[src/rtl/segment_reader.sv]
// Captures a multiplexed 7-segment display (active-low segments, one-hot digit select) into hex frames.
// Each digit must hold steady for STABLE_CYCLES samples before it is decoded into its frame slot.
module segment_reader #(
  parameter int DIGITS        = 4,
  parameter int STABLE_CYCLES = 4
) (
  input  logic                  clk,
  input  logic                  rst,
  input  logic [6:0]            seg,
  input  logic [DIGITS-1:0]     dig_sel,
  output logic [4*DIGITS-1:0]   value,
  output logic [DIGITS-1:0]     bad_mask,
  output logic                  out_valid,
  input  logic                  out_ready,
  output logic                  overflow
);

  typedef enum logic [1:0] {WAIT, SETTLE, HELD} state_t;

  localparam logic [7:0] STABLE = 8'(STABLE_CYCLES);

  logic [6:0]          seg_q;
  logic [DIGITS-1:0]   dig_q;
  state_t              state_q, state_d;
  logic [7:0]          cnt_q, cnt_d;
  logic [6:0]          rec_seg_q, rec_seg_d;
  logic [DIGITS-1:0]   rec_dig_q, rec_dig_d;
  logic [4*DIGITS-1:0] slot_val_q;
  logic [DIGITS-1:0]   slot_bad_q, captured_q;
  logic [4*DIGITS-1:0] value_q;
  logic [DIGITS-1:0]   bad_q;
  logic                valid_q, overflow_q;

  logic                one_hot, changed, start, capture, complete;
  logic [DIGITS-1:0]   cap_mask;
  logic [4:0]          dec;

  // Returns {bad, nibble}; unknown patterns (dash, blank, anything else) decode to nibble 0.
  function automatic logic [4:0] decode(input logic [6:0] s);
    case (s)
      7'h40: decode = 5'h00;
      7'h79: decode = 5'h01;
      7'h24: decode = 5'h02;
      7'h30: decode = 5'h03;
      7'h19: decode = 5'h04;
      7'h12: decode = 5'h05;
      7'h02: decode = 5'h06;
      7'h78: decode = 5'h07;
      7'h00: decode = 5'h08;
      7'h10: decode = 5'h09;
      7'h08: decode = 5'h0A;
      7'h03: decode = 5'h0B;
      7'h46: decode = 5'h0C;
      7'h21: decode = 5'h0D;
      7'h06: decode = 5'h0E;
      7'h0E: decode = 5'h0F;
      default: decode = 5'h10;
    endcase
  endfunction

  always_comb begin
    one_hot   = (dig_q != '0) && ((dig_q & (dig_q - DIGITS'(1))) == '0);
    changed   = (seg_q != rec_seg_q) || (dig_q != rec_dig_q);
    start     = one_hot && ((state_q == WAIT) || changed);
    state_d   = state_q;
    cnt_d     = cnt_q;
    rec_seg_d = rec_seg_q;
    rec_dig_d = rec_dig_q;
    capture   = 1'b0;
    case (state_q)
      WAIT: ;
      SETTLE: begin
        if (changed) begin
          cnt_d     = 8'd1;
          rec_seg_d = seg_q;
          rec_dig_d = dig_q;
          if (!one_hot) state_d = WAIT;
        end else begin
          cnt_d = cnt_q + 8'd1;
          if (cnt_d == STABLE) begin
            capture = 1'b1;
            state_d = HELD;
          end
        end
      end
      HELD: if (changed && !one_hot) state_d = WAIT;
      default: state_d = WAIT;
    endcase
    // A new one-hot dwell restarts counting; a one-sample threshold captures immediately.
    if (start) begin
      cnt_d     = 8'd1;
      rec_seg_d = seg_q;
      rec_dig_d = dig_q;
      if (STABLE == 8'd1) begin
        capture = 1'b1;
        state_d = HELD;
      end else begin
        state_d = SETTLE;
      end
    end
    cap_mask = capture ? dig_q : '0;
    dec      = decode(seg_q);
    complete = &captured_q;
  end

  always_ff @(posedge clk) begin
    if (rst) begin
      seg_q      <= 7'h7F;
      dig_q      <= '0;
      state_q    <= WAIT;
      cnt_q      <= '0;
      rec_seg_q  <= 7'h7F;
      rec_dig_q  <= '0;
      slot_val_q <= '0;
      slot_bad_q <= '0;
      captured_q <= '0;
      value_q    <= '0;
      bad_q      <= '0;
      valid_q    <= 1'b0;
      overflow_q <= 1'b0;
    end else begin
      seg_q     <= seg;
      dig_q     <= dig_sel;
      state_q   <= state_d;
      cnt_q     <= cnt_d;
      rec_seg_q <= rec_seg_d;
      rec_dig_q <= rec_dig_d;
      for (int i = 0; i < DIGITS; i++) begin
        if (cap_mask[i]) begin
          slot_val_q[4*i +: 4] <= dec[3:0];
          slot_bad_q[i]        <= dec[4];
        end
      end
      // A digit captured in the completion cycle already belongs to the next frame.
      captured_q <= (complete ? '0 : captured_q) | cap_mask;
      if (complete) begin
        if (!valid_q || out_ready) begin
          value_q <= slot_val_q;
          bad_q   <= slot_bad_q;
          valid_q <= 1'b1;
        end else begin
          overflow_q <= 1'b1;
        end
      end else if (valid_q && out_ready) begin
        valid_q <= 1'b0;
      end
    end
  end

  assign value     = value_q;
  assign bad_mask  = bad_q;
  assign out_valid = valid_q;
  assign overflow  = overflow_q;

endmodule

[config.mk]
export PLATFORM = sky130hd
export DESIGN_NAME = segment_reader
export DESIGN_NICKNAME = d
export VERILOG_FILES = /design/src/rtl/segment_reader.sv
export SDC_FILE = /design/constraint.sdc
export NUM_CORES = 1
export LEC_CHECK = 0
export ABC_AREA = 1
export ABC_CLOCK_PERIOD_IN_PS = 5000
export CORE_UTILIZATION = 50
export DETAILED_ROUTE_END_ITERATION = 10
export HOLD_SLACK_MARGIN = 0.08
export PLACE_DENSITY = 0.68
export SETUP_SLACK_MARGIN = 0.5
export SLEW_MARGIN = 10
export SYNTH_ARGS = -nofsm -noshare
export SYNTH_HDL_FRONTEND = slang
export SYNTH_SLANG_ARGS = --single-unit
export TNS_END_PERCENT = 5
[constraint.sdc]
create_clock -name clk -period 5 [get_ports clk]
set_clock_uncertainty 0.15 [all_clocks]
set_input_delay 0.75 -clock clk [delete_from_list [all_inputs] [get_ports clk]]
set_output_delay 0.75 -clock clk [all_outputs]
set_load 0.02 [all_outputs]
==> run metrics <==
Max Root-Sink Buffers=2; Core ar.=0.006907 mm^2; R2R Path Start=dig_q[3]; Initial Util=52.37%; Synth Register Bits=roughly 80; die height=87.06 um; count leader, synth=nand2_1; PortBufs=35; H-tree depth=3; WHS Path Cells=2; top_reg_cell synth=dfxtp_1; nets@finish=roughly 560; DRC Markers=0; initial antenna violation count=0; Slew HR=43.49%; Syn-to-layout area delta=13.63%; Final period util=50.72%; Worst-Margin Slew=846.7 ps; worst setup margin=2464 ps; Synth Cell Area=approximately 0.0036 mm^2; IO Pins=36; R2R depth=8; EDFF count, synth=0; top cells by area, synth=dfxtp_1 (43%), nand2_1 (12%), nor2_1 (9.1%); critical path type=flip-flop to flip-flop; Worst EP required=5030 ps; post-route minimum period=roughly 2500 ps; Syn Nets=534; num rows=30; hold violation count in the final report=0; GRT overflow=0; list of most frequent post-synthesis cells=nand2_1 (118), nor2_1 (88), dfxtp_1 (78), nand3_1 (57), inv_1 (41); TritonRoute pass-1 iters=4; CTS tree=built; WL per Instance=~12 um; antenna viol nets, final=0; Seq/Total Area, Yosys=43.17%; Post-CTS Setup Bufs=0; fillers=666; # diodes=0; final setup vio count=0; vias in the first global route=2,797; Final Max Slew Viols=0; Placer Congestion=around 1.0; CTS Buf Count=9; worst reg2reg endpoint=rec_seg_q[5]; Leak=0.001901 uW; CP endpoint kind=flip-flop; first-pass GRT wire length=12,970 um; Arr. time, crit path=2570 ps; DRT Wirelength=7595 um; area of the die=0.007579 mm^2; die width=87.06 um; worst min path class=flip-flop to flip-flop; FFs w/ async S/R, synth=0%; Setup WS pre-CTS=2190 ps; layout cells sized above 1=8.059%; Post-Syn Instances=between 500 and 600; flop-to-flop setup slack=2460 ps; start point of the worst hold path=captured_q[0]; PwrDens=approximately 280 mW/mm^2; Hold EP=captured_q[0]; Hold-fix buffers, CTS=0; vias per cell=4.967; largest net degree at the start of global routing=45; syn avg cell area=6.970 um^2; Yosys cell types=32; Syn. warnings=0; 1st-iter DRT viols=~190; maxcap violations=0; status=finished, final reports clean; post-synth top area cell=dfxtp_1; gr usage total=between 20% and 30%; detailed placement HPWL=5111 um; Clk Latency, worst-skew pair=roughly 340 ps; fmax=a little under 400 MHz; worst-path maximum fanout=15; setup_tns=0 ps; clock sink total=78; RSZ-0062 raised after global routing=false; Placed Cells=626; via count=3,189; Worst-path clk slew=80 ps; top cell type's share of synthesized area=43.17%; post_cts resized=0; CTS root buf=clkbuf_8; Worst VDD drop=about 0.20 mV; startpoint types=flip-flop; non-filler cells, final=642
-- how the worst max path moves through the flow --
stage                   from            to  slack, ps
floorplan                rst  rec_seg_q[0]       3150
global placement         rst      value[4]       2220
detailed placement       rst      value[6]       2190
CTS                 dig_q[3]  rec_seg_q[5]       2480
global route        dig_q[3]  rec_seg_q[5]       2230
finish              dig_q[3]  rec_seg_q[5]       2460
-- area by class of cell --
type                       count  area [um^2]  share of cell area (%)
timing repair buffer          38        372.9                   9.072
clock inverter                 5        36.28                  0.8828
sequential                    78         1562                   37.99
inverter                      46        172.7                   4.201
clock buffer                  11        131.4                   3.196
multi-input combinational    368         1715                   41.74
tap                           96        120.1                   2.922
-- worst max-delay path: stages (launching register included) --
cell	delay, ps
dfxtp_1	730
xnor2_1	190
nand2_1	80
nor2_2	210
nand3_2	120
nand2_1	390
nand2_2	300
nand2_1	130
nand3_1	70
-- sequential cells by signal, indices dropped and copies added, names as in the netlist --
register,count
rec_seg_q,7
captured_q,4
overflow,1
state_q,2
dig_q,4
slot_bad_q,4
rec_dig_q,4
seg_q,7
bad_mask,4
slot_val_q,16
cnt_q,8
out_valid,1
value,16
-- layout by cell type (no fill, tap or decap), types with 3 or more instances in the layout --
cell type / netlist / final
xor2_1: 4 / 4
inv_2: 5 / 5
o21ai_0: 23 / 23
nor3_1: 7 / 7
or2_2: 8 / 8
a21oi_1: 35 / 35
buf_4: 5 / 3
nand4_1: 5 / 5
nand2_2: 3 / 3
clkdlybuf4s50_1: 0 / 35
xnor2_1: 4 / 4
dfxtp_1: 78 / 78
nor2_2: 3 / 3
nor2_1: 88 / 88
nand3_1: 57 / 57
nand2_1: 118 / 118
clkinvlp_4: 0 / 3
inv_1: 41 / 41
clkbuf_8: 0 / 9
-- metrics by stage --
step                hold WS, ps  util, %  total power [uW]  instance area (um^2)
floorplan                 295.2        -             755.3                  3617
global placement          302.5    57.08             777.6                  3943
detailed placement        314.6    57.08             780.0                  3943
CTS                       326.2    59.51              1183                  4110
global route              351.0    59.51              1231                  4110
finish                    320.1    59.51              1170                  4110
-- per-layer routing --
metal	vias up	global-route usage (%)	share of wire, %	wire [um]
met2	79	34.29	46	3495
met5	-	0	0	0
met1	1415	29.27	48	3634
met3	5	6.161	5.4	411
li1	1690	-	-	-
met4	0	7.121	0.70	53
-- logic make-up (layout without fill, tap and decap cells) --
group / Yosys count / in the layout / share of synthesized area [%]
xor gates and xnor gates: 9 / 9 / 2.387
DFF: 78 / 78 / 43.17
buffers and inverters: 73 / 100 / 9.409
adders and majority gates: 1 / 1 / 0.3458
AOI/OAI and AO/OA: 64 / 64 / 9.270
and+or+nand+nor: 294 / 294 / 35.42
-- power by group --
group	switching [uW]	leakage, uW	total [uW]	internal (uW)
clock network	223	0.0000755	404	180
registers	22.4	0.000634	658	635
logic	66.7	0.00119	109	42.0
total	312	0.00190	1170	858
(Power assumes the default switching activity.)
